`config.mk`:
```
export PLATFORM = sky130hd
export DESIGN_NAME = matrix_result_streamer
export DESIGN_NICKNAME = d
export VERILOG_FILES = /design/src/rtl/matrix_result_streamer.sv
export SDC_FILE = /design/constraint.sdc
export NUM_CORES = 1
export LEC_CHECK = 0
export ABC_AREA = 0
export CORE_MARGIN = 1.5
export CORE_UTILIZATION = 40
export CTS_BUF_LIST = sky130_fd_sc_hd__clkbuf_4 sky130_fd_sc_hd__clkbuf_8
export CTS_CLUSTER_DIAMETER = 150
export DETAILED_ROUTE_END_ITERATION = 10
export HOLD_SLACK_MARGIN = 0.02
export PLACE_DENSITY = 0.74
export REMOVE_ABC_BUFFERS = 1
export SLEW_MARGIN = 30
export SYNTH_ARGS = -nofsm -noshare
export SYNTH_HDL_FRONTEND = slang
export SYNTH_SLANG_ARGS = --single-unit
```
`constraint.sdc`:
```
create_clock -name clk -period 1.37 [get_ports clk]
set_clock_uncertainty 0.1 [all_clocks]
set_input_delay 0.411 -clock clk [delete_from_list [all_inputs] [get_ports clk]]
set_output_delay 0.411 -clock clk [all_outputs]
set_load 0.01 [all_outputs]
```
`src/rtl/matrix_result_streamer.sv`:
```
// Walks the N x N result matrix row-major and streams each element out with row/col/last tags.
// Latency: read issued the cycle after start, element valid two cycles later; 3 cycles/element minimum.
// Backpressure: element and tags held stable in PRESENT until out_ready; no further reads meanwhile.
module matrix_result_streamer #(
  parameter int N     = 4,
  parameter int IDX_W = 2,
  parameter int DW    = 16
) (
  input  logic             clk,
  input  logic             rst,
  input  logic             start,
  output logic             busy,
  output logic             done,
  output logic             rd_en,
  output logic [IDX_W-1:0] rd_row,
  output logic [IDX_W-1:0] rd_col,
  input  logic [DW-1:0]    rd_data,
  output logic             out_valid,
  input  logic             out_ready,
  output logic [DW-1:0]    out_data,
  output logic [IDX_W-1:0] out_row,
  output logic [IDX_W-1:0] out_col,
  output logic             out_last
);

  typedef enum logic [2:0] {
    S_IDLE    = 3'd0,
    S_ISSUE   = 3'd1,
    S_CAPTURE = 3'd2,
    S_PRESENT = 3'd3,
    S_DONE    = 3'd4
  } state_t;

  localparam logic [IDX_W-1:0] LAST_IDX = IDX_W'(N - 1);

  state_t           state_q, state_d;
  logic [IDX_W-1:0] row_q, row_d, col_q, col_d;
  logic             busy_q, busy_d, done_q, done_d;
  logic             rd_en_q, rd_en_d;
  logic [IDX_W-1:0] rd_row_q, rd_row_d, rd_col_q, rd_col_d;
  logic             out_valid_q, out_valid_d;
  logic [DW-1:0]    out_data_q, out_data_d;
  logic [IDX_W-1:0] out_row_q, out_row_d, out_col_q, out_col_d;
  logic             out_last_q, out_last_d;
  logic [IDX_W-1:0] nxt_row, nxt_col;

  // Row-major successor of the current index; only used when not on the last element.
  always_comb begin
    nxt_row = row_q;
    nxt_col = col_q + 1'b1;
    if (col_q == LAST_IDX) begin
      nxt_col = '0;
      nxt_row = row_q + 1'b1;
    end
  end

  // Next-state and registered-output logic; every output is computed one cycle ahead.
  always_comb begin
    state_d     = state_q;
    row_d       = row_q;
    col_d       = col_q;
    done_d      = 1'b0;
    rd_en_d     = 1'b0;
    rd_row_d    = rd_row_q;
    rd_col_d    = rd_col_q;
    out_valid_d = out_valid_q;
    out_data_d  = out_data_q;
    out_row_d   = out_row_q;
    out_col_d   = out_col_q;
    out_last_d  = out_last_q;
    case (state_q)
      S_IDLE: begin
        if (start) begin
          row_d    = '0;
          col_d    = '0;
          rd_en_d  = 1'b1;
          rd_row_d = '0;
          rd_col_d = '0;
          state_d  = S_ISSUE;
        end
      end
      S_ISSUE: begin
        state_d = S_CAPTURE;
      end
      S_CAPTURE: begin
        // rd_data carries the element addressed during ISSUE.
        out_data_d  = rd_data;
        out_row_d   = row_q;
        out_col_d   = col_q;
        out_last_d  = (row_q == LAST_IDX) && (col_q == LAST_IDX);
        out_valid_d = 1'b1;
        state_d     = S_PRESENT;
      end
      S_PRESENT: begin
        if (out_ready) begin
          out_valid_d = 1'b0;
          if (out_last_q) begin
            done_d  = 1'b1;
            state_d = S_DONE;
          end else begin
            row_d    = nxt_row;
            col_d    = nxt_col;
            rd_en_d  = 1'b1;
            rd_row_d = nxt_row;
            rd_col_d = nxt_col;
            state_d  = S_ISSUE;
          end
        end
      end
      S_DONE: begin
        state_d = S_IDLE;
      end
      default: begin
        state_d = S_IDLE;
      end
    endcase
    busy_d = (state_d != S_IDLE);
  end

  // State and output registers with synchronous reset.
  always_ff @(posedge clk) begin
    if (rst) begin
      state_q     <= S_IDLE;
      row_q       <= '0;
      col_q       <= '0;
      busy_q      <= 1'b0;
      done_q      <= 1'b0;
      rd_en_q     <= 1'b0;
      rd_row_q    <= '0;
      rd_col_q    <= '0;
      out_valid_q <= 1'b0;
      out_data_q  <= '0;
      out_row_q   <= '0;
      out_col_q   <= '0;
      out_last_q  <= 1'b0;
    end else begin
      state_q     <= state_d;
      row_q       <= row_d;
      col_q       <= col_d;
      busy_q      <= busy_d;
      done_q      <= done_d;
      rd_en_q     <= rd_en_d;
      rd_row_q    <= rd_row_d;
      rd_col_q    <= rd_col_d;
      out_valid_q <= out_valid_d;
      out_data_q  <= out_data_d;
      out_row_q   <= out_row_d;
      out_col_q   <= out_col_d;
      out_last_q  <= out_last_d;
    end
  end

  assign busy      = busy_q;
  assign done      = done_q;
  assign rd_en     = rd_en_q;
  assign rd_row    = rd_row_q;
  assign rd_col    = rd_col_q;
  assign out_valid = out_valid_q;
  assign out_data  = out_data_q;
  assign out_row   = out_row_q;
  assign out_col   = out_col_q;
  assign out_last  = out_last_q;

endmodule

```
==> flow_summary.json, run 1 <==
{
  "worstMarginPinSlew_ns": 0.328,
  "fmax_mhz": 667,
  "coreArea_mm2": 0.00303,
  "critPathKind": "reg2reg",
  "final_cell_mix": "44 x nand2_1, 29 x buf_4, 27 x buf_2, 25 x dfxtp_2, 22 x a21oi_1",
  "rows": 20,
  "grt_max_degree": 21,
  "hold_path.class": "in2reg",
  "antenna_found_initial": 0,
  "cts_tree": "done",
  "ant_nets": 0,
  "rr_endpoint": "rd_row[0]",
  "p_leak_uw": 0.000921,
  "grt_use_total_pct": 20.4,
  "worstSetupStartpointType": "flip-flop",
  "cts_sinks": 32,
  "utilization_pct": 66.2,
  "ys_warn_count": 0,
  "num_vias": 1278,
  "grt_pass1_vias": 1226,
  "drive_gt1_share_pct": 46.8,
  "grt_pass1_wl_mm": 5.20,
  "antenna_cells": 0,
  "fin_nets": 244,
  "fin_ws_ns": -0.129,
  "max_slew_margin_pct": 77.8,
  "gp_congestion": 0.841,
  "synthSimpleGateAreaFrac_pct": 26.5,
  "min_period_ns": 1.50,
  "required_ns": 1.50,
  "dp_cells": 253,
  "powerDensity_mw_per_mm2": 986,
  "syn_inst": 144,
  "area_growth_pct": 58.4,
  "synth_xor_area_share_pct": 0,
  "portBuffers": 48,
  "synthMuxAreaShare_pct": 3.66,
  "final_cells": 266,
  "holdWs_ns": 0.282,
  "rr_worst_depth": 3,
  "synth_compound_area_share_pct": 13.0,
  "die-area_mm2": 0.00351,
  "postCtsHoldBufs": 0,
  "syn_avg_cell_area_um2": 8.78,
  "setup_violations": 25,
  "min_from": "rst",
  "io_pins": 49,
  "finalCritPeriodShare_pct": 109,
  "drc_errors": 0,
  "dp_slack_ns": -0.647,
  "r2r-start": "state_q[0]",
  "hold_viol": 0,
  "outcome": "finished, violations left",
  "synth_top_family_by_area": "simple AND/OR/NAND/NOR gates",
  "critPathCaptureType": "flip-flop",
  "drt_first_pass_iters": 4,
  "die_w_um": 59.2,
  "dp_hpwl_mm": 2.38,
  "final_common_cell": "nand2_1",
  "whs_path_depth": 2,
  "cts_buffer_depth": 2,
  "ys_ff_latch": 32,
  "fin_tns_setup_ns": -1.40,
  "worstSkewPairLatency_ns": 0.33,
  "clock-root-buffer": "clkbuf_4",
  "routed_via_density": 4.80,
  "route.detailed.wl_per_inst_um": 12.2,
  "slew_violations": 0,
  "failed_checks": "negative setup slack",
  "drt_iter0_drc": 58,
  "cp_max_fo": 4,
  "min_to": "out_last",
  "drt_wl_total_mm": 3.24,
  "worstPathArrival_ns": 1.63,
  "h-tree-depth": 2,
  "clk_pin_slew_worst_paths_ns": 0.09,
  "rrSetupSlack_ns": -0.13,
  "die_y_um": 59.2,
  "start_util_pct": 41.8,
  "gr-total-overflow": 0,
  "drv_cap": 0,
  "netlist_area_mm2": 0.00126,
  "rsz0062_at_grt": "true",
  "cts_buffers": 5,
  "yosysUniqueCellTypes": 31,
  "seq_area_frac_synth_pct": 50.6,
  "vdd_drop_max_mv": 0.804,
  "synthAdderAreaFrac_pct": 1.98
}
==> synth_stat cells, drive strengths merged <==
master | count | area (µm²)
a21o | 1 | 7.51
a21oi | 22 | 110
a2bb2oi | 1 | 8.76
a31oi | 1 | 6.26
buf | 5 | 31.3
clkbuf | 5 | 18.8
dfxtp | 32 | 641
ha | 2 | 25.0
inv | 1 | 3.75
mux2 | 2 | 26.3
mux2i | 2 | 20.0
nand2 | 44 | 165
nand2b | 2 | 12.5
nand3 | 1 | 5.00
nand3b | 1 | 7.51
nand4b | 2 | 23.8
nand4bb | 1 | 11.3
nor2 | 5 | 18.8
nor2b | 2 | 12.5
nor3 | 2 | 10.0
nor3b | 3 | 27.5
nor4bb | 1 | 10.0
o21ai | 1 | 5.00
o31a | 2 | 26.3
or3b | 2 | 17.5
or4b | 1 | 13.8
==> metal layers <==
layer,share of wire [%],vias up,wire length [µm],track usage (%)
li1,-,640,-,-
met1,41,592,1320,21.7
met2,50,41,1620,35.9
met3,7.1,5,231,6.77
met4,2.2,0,70,9.74
met5,0,-,0,0
==> timing repair <==
item | CTS | global route
setup endpoints to repair | 55 | 29
pin swaps | 1 | 0
gates cloned | 1 | 0
buffers inserted | 4 | 1
gates resized for setup | 151 | 6
==> worst max path at each step <==
| stage | startpoint | end | slack, ns | cells after the start |
|---|---|---|---|---|
| floorplan | state_q[1] | out_last | -0.34 | 3 |
| CTS | state_q[0] | rd_row[0] | -0.13 | 3 |
| global route | state_q[0] | rd_row[0] | -0.16 | 3 |
| detailed placement | start | rd_row[0] | -0.65 | 4 |
| global placement | start | rd_row[0] | -0.64 | 4 |
| finish | state_q[0] | rd_row[0] | -0.13 | 3 |
==> critical path: stages, from the launching register on <==
cell and delay, ns:
dfxtp_2 0.35, or4b_4 0.53, o31a_4 0.13, mux2_4 0.29
==> flip-flops by register name (all words and copies together), names as in the netlist, 2 cells and up <==
name      cells
out_data     16
state_q       3
out_col       2
out_row       2
rd_col        2
rd_row        2
==> cell families (layout without fill, tap and decap cells) <==
logic type | count (synthesis) | after routing
flops | 32 | 32
fa+ha+maj | 2 | 2
mux | 4 | 4
compound gates | 28 | 28
buf+inv | 11 | 89
simple gates | 67 | 67
==> where the power goes <==
part	total (µW)	internal, µW	switching (µW)
clock	587	291	296
combinational	385	214	171
sequential	1000	980	24.6
==> layout make-up <==
| class | count | area [µm²] |
|---|---|---|
| well taps | 44 | 55.1 |
| flip-flops and latches | 32 | 679 |
| fillers | 271 | 1020 |
| multi-input cells | 101 | 589 |
| repair buffers | 81 | 611 |
| clock buffers | 7 | 65.1 |
| inverters | 1 | 3.75 |
==> stage by stage <==
step	total power [µW]	instance area (µm²)
2_1_floorplan	1170	1210
3_3_place_gp	1400	1950
3_5_place_dp	1410	1950
4_1_cts	1990	1970
5_1_grt	2080	2000
6_report	1980	2000
Power figures use the tool's default switching activity.
==> inputs of run 2 (changes only) <==
SETUP_SLACK_MARGIN = 0.5   (was not set)
==> run 2 against run 1 <==
Net effect:
- the run still ends with negative setup slack left
- combinational power grew 16%
- clock power is essentially flat
- critical path depth is the same
- sequential power is essentially flat
- total power grew 3.6%
- sequential share of layout area shrank 3.3 points
- non-clock buffer count grew 3
- first-iteration DRC count shrank 28%
- critical path type unchanged
==> flow_summary.json, run 2 (synthesis results as in run 1) <==
{
  "final_cell_mix": "44 x nand2_1, 34 x buf_6, 28 x buf_4, 26 x dfxtp_2, 22 x a21oi_1",
  "grt_max_degree": 21,
  "worstMarginPinSlew_ns": 0.313,
  "slew_violations": 0,
  "cpMaxStageDelayCell": "or4b_4",
  "critPathCaptureType": "flip-flop",
  "start_util_pct": 41.8,
  "fin_ws_ns": -0.134,
  "critPathKind": "reg2reg",
  "cts_buffers": 5,
  "p_sw_uw": 513,
  "clock-root-buffer": "clkbuf_4",
  "worstPathArrival_ns": 1.64,
  "antenna_cells": 0,
  "power_uw": 2050,
  "worstSetupStartpointType": "flip-flop",
  "required_ns": 1.50,
  "clk_pin_slew_worst_paths_ns": 0.09,
  "use_met3_pct": 6.99,
  "setup_violations": 25,
  "p_sw_share_pct": 25.1,
  "h-tree-depth": 2,
  "drive_gt1_share_pct": 50.7,
  "p_int_uw": 1530,
  "cpPeakStageDelay_ns": 0.53,
  "largest_reg_flops": 16,
  "use_met2_pct": 35.8,
  "rr_worst_depth": 3,
  "drc_errors": 0,
  "fillCellCount": 218,
  "ant_nets": 0,
  "routed_via_density": 4.79,
  "dp_hpwl_mm": 2.38,
  "grt_pass1_wl_mm": 5.24,
  "grt_pass1_vias": 1224,
  "grt-busiest-layer": "met2",
  "area_growth_pct": 76.5,
  "p_clk_share_pct": 28.8,
  "cts_tree": "done",
  "die_y_um": 59.2,
  "holdWs_ns": 0.365,
  "path_buf_inv": 0,
  "powerDensity_mw_per_mm2": 917,
  "antenna_found_initial": 0,
  "path_cells": "or4b_4 -> o31a_4 -> mux2_4",
  "whs_path_depth": 2,
  "drt_first_pass_iters": 4,
  "cts_buffer_depth": 2,
  "portBuffers": 48,
  "cp_max_fo": 4,
  "gr-total-overflow": 0,
  "min_period_ns": 1.50,
  "seqPwrFrac_pct": 49.4,
  "failed_checks": "negative setup slack",
  "worstSkewPairLatency_ns": 0.33,
  "fmax_mhz": 665,
  "rsz0062_at_grt": "true",
  "hold_viol": 0,
  "fin_nets": 247,
  "stdcell_area_mm2": 0.00223,
  "route.detailed.wl_per_inst_um": 12.3,
  "drt_wl_total_mm": 3.31,
  "final_common_cell": "nand2_1",
  "io_pins": 49,
  "p_leak_uw": 0.000954,
  "drt_iter0_drc": 42,
  "critical_path.top_delay_family": "simple AND/OR/NAND/NOR gates",
  "die_w_um": 59.2,
  "grt_util_met1_pct": 22.0,
  "outcome": "finished, violations left",
  "max_slew_margin_pct": 78.9,
  "cp.depth": 3,
  "cts_sinks": 32,
  "hold_path.class": "reg2reg",
  "place_area_mm2": 0.00195,
  "num_vias": 1289,
  "die-area_mm2": 0.00351,
  "vdd_drop_max_mv": 0.816,
  "rows": 20,
  "p_comb_share_pct": 21.8,
  "grt_use_total_pct": 20.5,
  "finalCritPeriodShare_pct": 110,
  "utilization_pct": 73.7,
  "gp_congestion": 0.841,
  "coreArea_mm2": 0.00303,
  "drv_cap": 0
}
-- run 2: changes by cell type in the layout (fill, tap and decap cells not counted), moves of 2 or more --
cell,previous run,this run
nor2_1,5,2
dfxtp_1,5,3
buf_2,27,2
nor2_4,0,3
buf_6,5,34
-- run 2: power by group through the flow --
| stage | combinational, µW | clock (µW) | sequential [µW] |
|---|---|---|---|
| floorplan | 117 | 0 | 1050 |
| global placement | 382 | 0 | 1020 |
| detailed placement | 391 | 0 | 1020 |
| CTS | 435 | 609 | 1010 |
| global route | 483 | 647 | 1020 |
| finish | 447 | 589 | 1010 |
-- run 2: final timing paths --
kind	startpoint	to	slack [ns]
worst max register to register	state_q[0]	rd_row[0]	-0.13
worst min-delay path	out_row[0]	out_row[0]	0.36
worst max-delay path	state_q[0]	rd_row[0]	-0.13
worst min register to register	out_row[0]	out_row[0]	0.36
-- run 2: repair_timing --
item,4_1_cts,5_1_grt
hold buffers,0,0
cloned,1,0
setup endpoints to repair,61,61
resized for setup,192,6
endpoints found under the hold margin,0,0
pin swaps,3,0
setup buffers,5,3
-- run 2: final cells by class --
cell class              instances  area [µm²]  area share (%)
clock buffers                   7        65.1            2.91
inverters                       1        3.75           0.168
multi-input cells             101         623            27.9
flip-flops and latches         32         684            30.7
well taps                      44        55.1            2.47
repair buffers                 84         801            35.9
-- run 2: metal layers --
| layer | up-vias | wire, µm |
|---|---|---|
| met2 | 40 | 1710 |
| li1 | 648 | - |
| met1 | 596 | 1330 |
| met5 | - | 0 |
| met4 | 0 | 69 |
| met3 | 5 | 199 |
-- run 2: metrics by stage --
stage	instances	setup TNS [ns]	setup slack (ns)
6_report	269	-1.32	-0.134
5_1_grt	269	-2.84	-0.158
4_1_cts	266	-1.22	-0.131
3_5_place_dp	253	-7.40	-0.647
3_3_place_gp	253	-6.87	-0.644
2_1_floorplan	134	-6.63	-0.345
-- run 2: worst register-to-register path, stage by stage, from the launching register on --
cell	delay, ns
dfxtp_2	0.35
or4b_4	0.53
o31a_4	0.13
mux2_4	0.29
